==> src/rtl/uart_loader_pkg.sv <==
// rtl/uart_loader_pkg.sv - shared state encoding and constants for the UART word loader
package uart_loader_pkg;

    typedef enum logic [1:0] {
        IDLE    = 2'd0,
        COLLECT = 2'd1,
        WRITE   = 2'd2
    } loader_state_t;

    localparam int BYTES_PER_WORD         = 4;
    localparam int DEFAULT_TIMEOUT_CYCLES = 1_000_000;

endpackage

==> src/rtl/uart_idle_timer.sv <==
// rtl/uart_idle_timer.sv - inter-byte idle timer with a one-cycle expire pulse
module uart_idle_timer
    import uart_loader_pkg::*;
#(
    parameter int TIMEOUT_CYCLES = DEFAULT_TIMEOUT_CYCLES
) (
    input  logic clk,
    input  logic reset,
    input  logic clear,
    input  logic count_en,
    output logic expire
);

    localparam int CW = (TIMEOUT_CYCLES > 1) ? $clog2(TIMEOUT_CYCLES) : 1;
    localparam logic [CW-1:0] LAST = CW'(TIMEOUT_CYCLES - 1);

    logic [CW-1:0] count;

    // Expiry is independent of clear so a byte landing on the expiry cycle still drops the old word.
    assign expire = count_en && (count == LAST);

    always_ff @(posedge clk) begin
        if (reset || clear || expire) begin
            count <= '0;
        end else if (count_en) begin
            count <= count + 1'b1;
        end
    end

endmodule

==> src/rtl/uart_word_loader.sv <==
// rtl/uart_word_loader.sv - packs UART bytes into little-endian words for memory; UART_LOADER_CHECKSUM_EN adds a running word sum
module uart_word_loader
    import uart_loader_pkg::*;
#(
    parameter int ADDR_WIDTH     = 12,
    parameter int TIMEOUT_CYCLES = DEFAULT_TIMEOUT_CYCLES
) (
    input  logic                  clk,
    input  logic                  reset,
    input  logic [7:0]            rx_byte,
    input  logic                  rx_valid,
    input  logic                  rx_err,
    input  logic                  enable,
    output logic                  mem_we,
    output logic [ADDR_WIDTH-1:0] mem_addr,
    output logic [31:0]           mem_data,
    output logic [ADDR_WIDTH:0]   word_count,
    output logic                  busy,
    output logic                  overflow,
    output logic [31:0]           checksum
);

    localparam logic [ADDR_WIDTH-1:0] LAST_ADDR = {ADDR_WIDTH{1'b1}};
    localparam logic [1:0]            LAST_IDX  = 2'(BYTES_PER_WORD - 1);

    loader_state_t         state;
    logic [1:0]            idx;
    logic [23:0]           word;
    logic [ADDR_WIDTH-1:0] addr;
    logic                  take;
    logic                  expire;

    assign take = rx_valid && enable && !rx_err;

    uart_idle_timer #(
        .TIMEOUT_CYCLES(TIMEOUT_CYCLES)
    ) u_timer (
        .clk      (clk),
        .reset    (reset),
        .clear    ((state != COLLECT) || rx_valid),
        .count_en (state == COLLECT),
        .expire   (expire)
    );

    always_ff @(posedge clk) begin
        if (reset) begin
            state      <= IDLE;
            idx        <= 2'd0;
            word       <= '0;
            addr       <= '0;
            mem_we     <= 1'b0;
            mem_addr   <= '0;
            mem_data   <= '0;
            word_count <= '0;
            busy       <= 1'b0;
            overflow   <= 1'b0;
        end else begin
            mem_we <= 1'b0;
            case (state)
                IDLE: begin
                    if (take && !overflow) begin
                        word[7:0] <= rx_byte;
                        idx       <= 2'd1;
                        busy      <= 1'b1;
                        state     <= COLLECT;
                    end
                end
                COLLECT: begin
                    if (!enable || rx_err || (expire && !rx_valid)) begin
                        idx   <= 2'd0;
                        busy  <= 1'b0;
                        state <= IDLE;
                    end else if (expire) begin
                        word[7:0] <= rx_byte;
                        idx       <= 2'd1;
                    end else if (rx_valid) begin
                        if (idx == LAST_IDX) begin
                            mem_we   <= 1'b1;
                            mem_addr <= addr;
                            mem_data <= {rx_byte, word};
                            idx      <= 2'd0;
                            busy     <= 1'b0;
                            state    <= WRITE;
                        end else begin
                            case (idx)
                                2'd1:    word[15:8]  <= rx_byte;
                                2'd2:    word[23:16] <= rx_byte;
                                default: word[7:0]   <= rx_byte;
                            endcase
                            idx <= idx + 2'd1;
                        end
                    end
                end
                WRITE: begin
                    if (addr == LAST_ADDR) begin
                        overflow <= 1'b1;
                    end else begin
                        addr <= addr + 1'b1;
                    end
                    if (!word_count[ADDR_WIDTH]) begin
                        word_count <= word_count + 1'b1;
                    end
                    // A byte during the final write would start a word that can never be stored.
                    if (take && (addr != LAST_ADDR)) begin
                        word[7:0] <= rx_byte;
                        idx       <= 2'd1;
                        busy      <= 1'b1;
                        state     <= COLLECT;
                    end else begin
                        state <= IDLE;
                    end
                end
                default: begin
                    idx   <= 2'd0;
                    busy  <= 1'b0;
                    state <= IDLE;
                end
            endcase
        end
    end

`ifdef UART_LOADER_CHECKSUM_EN
    always_ff @(posedge clk) begin
        if (reset) begin
            checksum <= '0;
        end else if (mem_we) begin
            checksum <= checksum + mem_data;
        end
    end
`else
    assign checksum = '0;
`endif

endmodule

==> config.mk <==
export PLATFORM = sky130hd
export DESIGN_NAME = uart_word_loader
export DESIGN_NICKNAME = d
export VERILOG_FILES = /design/src/rtl/uart_loader_pkg.sv /design/src/rtl/uart_idle_timer.sv /design/src/rtl/uart_word_loader.sv
export SDC_FILE = /design/constraint.sdc
export NUM_CORES = 1
export LEC_CHECK = 0
export CAP_MARGIN = 0
export CORE_UTILIZATION = 46
export CTS_CLUSTER_DIAMETER = 80
export DETAILED_ROUTE_END_ITERATION = 16
export PLACE_DENSITY_LB_ADDON = 0.12
export SYNTH_ARGS = -nofsm -noshare
export SYNTH_HDL_FRONTEND = slang
export SYNTH_HIERARCHICAL = 1
export SYNTH_SLANG_ARGS = --single-unit
==> constraint.sdc <==
create_clock -name clk -period 3.1 [get_ports clk]
set_input_delay 0.62 -clock clk [delete_from_list [all_inputs] [get_ports clk]]
set_output_delay 0.62 -clock clk [all_outputs]
set_load 0.02 [all_outputs]
==> impl_metrics.tcl, run 1 <==
set metrics [dict create \
    status "completed" \
    setup_violations 0 \
    synthDistinctLibCells 51 \
    min_period_ps 2680 \
    cts.repair.resized 0 \
    place.detailed.hpwl_um 7490 \
    route.vias.total 4302 \
    post_cts_buffers 0 \
    io_buffer_count 72 \
    r2r_start "u_timer/count[0]" \
    syn-instance-count 624 \
    final_antenna_net_count 0 \
    clk_latency_ps 520 \
    crit_slowest_cell "a221oi_4" \
    numClockSinks 120 \
    stdcell_area_um2 6560 \
    synthFlopType "dfxtp_1" \
    hold-worst-slack_ps 454 \
    core_area_um2 10900 \
    cap_violations 0 \
    worstHoldPathType "flop to flop" \
    firstDrtPassIters 4 \
    fin_cells 848 \
    antenna_found_initial 0 \
    ys_seq_area_frac 0.466 \
    rows 38 \
    reg2reg_depth 9 \
    crit_buf_inv 1 \
    p_leak_nw 2.23 \
    cp-start-kind "flop" \
    holdBufCountCts 0 \
    place_congestion 0.777 \
    cp_max_fo 8 \
    cts_tree "done" \
    worst_pin_slew_ps 968 \
    drc_errors 0 \
    antenna_cells 0 \
    yosys_warnings 6 \
    peakVddDrop_v 0.000441 \
    grt_max_degree 58 \
    grt_pass1_wl_um 19300 \
    min_period_over_period 0.864 \
    synth-edff-count 0 \
    r2r_slack_ps 420 \
    grt_pass1_vias 4108 \
    cts-root-buf "clkbuf_8" \
    place_ws_ps 430 \
    worstSetupPathType "flop to flop" \
    avgRoutedWirePerCell_um 13.5 \
    netlist_area_um2 5160 \
    hold_viol 0 \
    fin_worst_skew_ps 14.0 \
    r2r-end "word[2]" \
    syn_area_per_cell_um2 8.26 \
    drv_slew 0 \
    area.growth.synth_to_final_pct 27.3 \
    gr-usage-all-layers 0.212 \
    async_reset_ff_frac 0 \
    tns_ps 0 \
    dieArea_um2 11600 \
    power_density_nw_per_um2 594 \
    ys_ff_latch 120 \
    overflow 0 \
    cp.depth 9 \
    final_net_count 714 \
    slew-limit-headroom 0.346 \
    drt_wl_total_um 11400 \
    dp_cells 816 \
    boundaryPins 105 \
    die_h_um 108 \
    critPathCaptureType "flop" \
    rsz0062_at_grt "no" \
    startpoint "u_timer/count[0]" \
    path_delay_family "compound AO/OA/AOI/OAI gates" \
    clockBufferDepth 2 \
    routed_via_density 5.07 \
    max_freq_mhz 373 \
    dieWidth_um 108 \
    cts_buffers 17 \
    cp_cell_sequence "ha_1 -> and3_1 -> nand4_1 -> nor3_1 -> inv_1 -> a211o_1 -> a221oi_4 -> mux2i_1 -> nor2_1" \
    drive_gt1_frac 0.0819 \
    initial_utilization 0.474 \
    fin_ws_ps 421 \
    postPlaceCellArea_um2 5890 \
    drt_iter0_markers 209 \
    path_clk_slew_ps 60 \
    crit_end "word[2]" \
    slowest_delay_ps 560 \
    cp.arrival_ps 3070 \
    h-tree-depth 4 \
    cp.required_ps 3490 \
]
[cell usage after synthesis (all sizes together), types with 3 or more instances]
cell    number  area, µm²
or4          3       22.5
clkbuf      26        111
a21oi       72        360
nor4b        3       26.3
mux2i        9       90.1
xor2        14        123
and4         5       43.8
nor2b        3       18.8
nor3        12       65.1
o21ai       13       65.1
nor2        58        218
buf         38        273
and3         3       18.8
xnor2       19        166
inv         11       41.3
nor4         6       43.8
nand2      131        492
nand4        8       65.1
dfxtp      120       2400
ha           6       75.1
nand3       29        150
nand2b       3       18.8
or3          7       45.1
[report_power, final]
group / internal, W / leakage, nW / switching (W)
Combinational: 0.0000345 / 0.936 / 0.0000903
Sequential: 0.00155 / 0.967 / 0.00000431
Clock: 0.00153 / 0.331 / 0.000691
[worst reg2reg max path: stages, from the launching register on]
cell and delay, ps:
dfxtp_1 370, ha_1 240, and3_1 210, nand4_1 190, nor3_1 300, inv_1 90, a211o_1 300, a221oi_4 560
mux2i_1 260, nor2_1 50
[cell usage in the layout (no fill, tap or decap), drive strengths merged, types with 6 or more instances in the layout]
| master | n |
|---|---|
| nand3 | 29 |
| xnor2 | 19 |
| o21ai | 13 |
| nor4 | 6 |
| inv | 11 |
| nor3 | 12 |
| or3 | 7 |
| clkdlybuf4s50 | 71 |
| dfxtp | 120 |
| buf | 14 |
| mux2i | 9 |
| nand2 | 131 |
| clkbuf | 20 |
| bufinv | 6 |
| a21oi | 72 |
| ha | 6 |
| xor2 | 14 |
| nand4 | 8 |
| nor2 | 58 |
| conb | 32 |
[per-layer routing]
layer / part of all wire / global-route usage / up-vias
li1: - / - / 2181
met1: 0.46 / 0.264 / 2013
met2: 0.50 / 0.347 / 100
met3: 0.036 / 0.0545 / 8
met4: 0.0091 / 0.0910 / 0
met5: 0 / 0 / -
[cell families after synthesis]
group / after synthesis / share of synthesized area
DFF: 120 / 0.466
buffers and inverters: 75 / 0.0825
other: 1 / 0.000727
adders and majority gates: 6 / 0.0146
AOI/OAI and AO/OA: 98 / 0.107
xor gates and xnor gates: 33 / 0.0561
and+or+nand+nor: 282 / 0.256
muxes: 9 / 0.0175
[metrics by stage]
step | util | power (W)
floorplan | - | 0.00170
global placement | 0.541 | 0.00171
detailed placement | 0.541 | 0.00171
CTS | 0.603 | 0.00393
global route | 0.603 | 0.00402
finish | 0.603 | 0.00390
[final cells by class]
cell class                 instances  area (µm²)
clock buffer                      20         455
clock inverter                    12         220
fill                            1009        4320
tap                              140         175
timing repair buffer              85         813
multi-input combinational        460        2460
inverter                          11        41.3
sequential                       120        2400
[how the worst min path moves through the flow]
stage                  from            to  depth (start not counted)
6_report       mem_data[12]  mem_data[12]                          2
5_1_grt         mem_data[1]   mem_data[1]                          2
4_1_cts        mem_data[18]  mem_data[18]                          2
3_5_place_dp        word[8]   mem_data[8]                          2
3_3_place_gp       word[22]  mem_data[22]                          2
2_1_floorplan       word[0]   mem_data[0]                          2
[flip-flops by register name (all words and copies together) (netlist names)]
| name | flops |
|---|---|
| mem_data | 32 |
| word | 24 |
| u_timer/count | 20 |
| word_count | 13 |
| addr | 12 |
| mem_addr | 12 |
| idx | 2 |
| state | 2 |
| busy | 1 |
| mem_we | 1 |
| overflow | 1 |
(Power assumes the default switching activity.)
==> run 2, diff against run 1 <==
CTS_CLUSTER_SIZE = 12   (was unset)
==> results of run 2 <==
The final DEF is identical to that of run 1; final timing and power are the same.
==> run 3, diff against run 2 <==
CORE_MARGIN = 2   (was unset)
CORE_UTILIZATION = 48   (was 46)
CTS_BUF_LIST = sky130_fd_sc_hd__clkbuf_2 sky130_fd_sc_hd__clkbuf_4 sky130_fd_sc_hd__clkbuf_8   (was unset)
==> impl_metrics.tcl, run 3 (synthesis gave the netlist of run 1 again) <==
set metrics [dict create \
    cp_common_cell "inv_1" \
    status "completed" \
    cp-start-kind "flop" \
    h-tree-depth 4 \
    fin_worst_skew_ps 8.87 \
    route.met2.wl_um 5570 \
    r2r_start "state[0]" \
    drive_gt1_frac 0.0806 \
    fill_cells 940 \
    place_ws_ps 374 \
    drt_iter0_markers 272 \
    drt-met1-wl_um 5060 \
    min_period_ps 2760 \
    dr_wl_met3_um 400 \
    routed_via_density 5.06 \
    firstDrtPassIters 4 \
    cts_buffers 17 \
    drv_slew 0 \
    cts-root-buf "clkbuf_8" \
    startpoint "state[0]" \
    avgRoutedWirePerCell_um 13.2 \
    numClockSinks 120 \
    boundaryPins 105 \
    die_h_um 108 \
    antenna_cells 0 \
    overflow 0 \
    fin_cells 843 \
    largest-register "mem_data" \
    fin_ws_ps 336 \
    tns_ps 0 \
    highest_layer "met4" \
    reg_top3 "mem_data x32, word x24, u_timer/count x20" \
    worstHoldPathType "flop to flop" \
    critPathCaptureType "flop" \
    place.detailed.hpwl_um 7450 \
    drt_wl_total_um 11100 \
    rsz0062_at_grt "no" \
    min_period_over_period 0.892 \
    rows 37 \
    worst_pin_slew_ps 983 \
    grt_pass1_vias 4012 \
    final_common_cell "nand2_1" \
    dieWidth_um 108 \
    cp.arrival_ps 3060 \
    final_net_count 713 \
    grt_max_degree 61 \
    peakVddDrop_v 0.000319 \
    p_leak_nw 2.11 \
    dieArea_um2 11600 \
    place_congestion 0.825 \
    max_freq_mhz 362 \
    dp_cells 811 \
    hold_start "word[21]" \
    grt_pass1_wl_um 18500 \
    path_clk_slew_ps 70 \
    power_density_nw_per_um2 498 \
    cp_max_fo 10 \
    gr-usage-all-layers 0.201 \
    cap_violations 0 \
    cp_cell_sequence "nand2b_1 -> inv_1 -> and3_1 -> nand4_1 -> nor3_1 -> inv_1 -> a211o_1 -> a221oi_4 -> mux2i_1 -> nor2_1" \
    area.growth.synth_to_final_pct 22.0 \
    cts.repair.resized 0 \
    cts_tree "done" \
    route.vias.total 4267 \
    slew-limit-headroom 0.337 \
    clockBufferDepth 2 \
    core_area_um2 10400 \
    holdBufCountCts 0 \
    largest_register_ffs 32 \
    crit_slowest_cell "a221oi_4" \
    drc_errors 0 \
    cp.required_ps 3390 \
    setup_violations 0 \
    layout_common_cells "nand2_1, dfxtp_1, a21oi_1" \
    post_cts_buffers 0 \
    clk_latency_ps 430 \
    worstSetupPathType "flop to flop" \
    initial_utilization 0.497 \
    antenna_found_initial 0 \
    final_antenna_net_count 0 \
    hold_viol 0 \
    io_buffer_count 72 \
    slowest_delay_ps 550 \
]
==> run 3: worst max-delay path: cells and delay by family (launching register included) <==
family	cells	cell delay, ps
flip-flops	1	500
buffers and inverters	2	170
AND/OR/NAND/NOR	5	840
multiplexers	1	260
AO/OA/AOI/OAI	2	850
==> run 3: final timing paths <==
kind | slack (ps) | endpoint | cells after the start
worst max-delay path | 340 | word[6] | 10
worst min-delay path | 450 | mem_data[21] | 2
worst max register to register | 340 | word[6] | 10
worst min register to register | 450 | mem_data[21] | 2
==> run 3: through the flow <==
step                      utilization  cell area [µm²]  power, W  hold slack (ps)
after floorplan                     -             5270   0.00170              431
after global placement          0.567             5880   0.00171              440
after detailed placement        0.567             5880   0.00171              445
after CTS                       0.607             6290   0.00316              452
after global routing            0.607             6290   0.00325              474
final                           0.607             6290   0.00314              451
==> run 3: cell type report <==
type,count,area (µm²),share of cell area
Sequential cell,120,2400,0.382
Multi-Input combinational cell,460,2460,0.390
Timing Repair Buffer,84,806,0.128
Clock buffer,23,292,0.0463
Clock inverter,9,123,0.0195
Tap cell,136,170,0.0271
Inverter,11,41.3,0.00656
==> run 3: power by group <==
part	internal (W)	leakage, nW	switching [W]
clock	0.000866	0.217	0.000591
sequential	0.00155	0.967	0.00000489
combinational	0.0000349	0.930	0.0000899
==> run 3: metal layers <==
layer / GRT usage / up-vias
met5: 0 / -
met2: 0.335 / 80
met1: 0.248 / 1993
li1: - / 2180
met4: 0.0815 / 0
met3: 0.0502 / 14
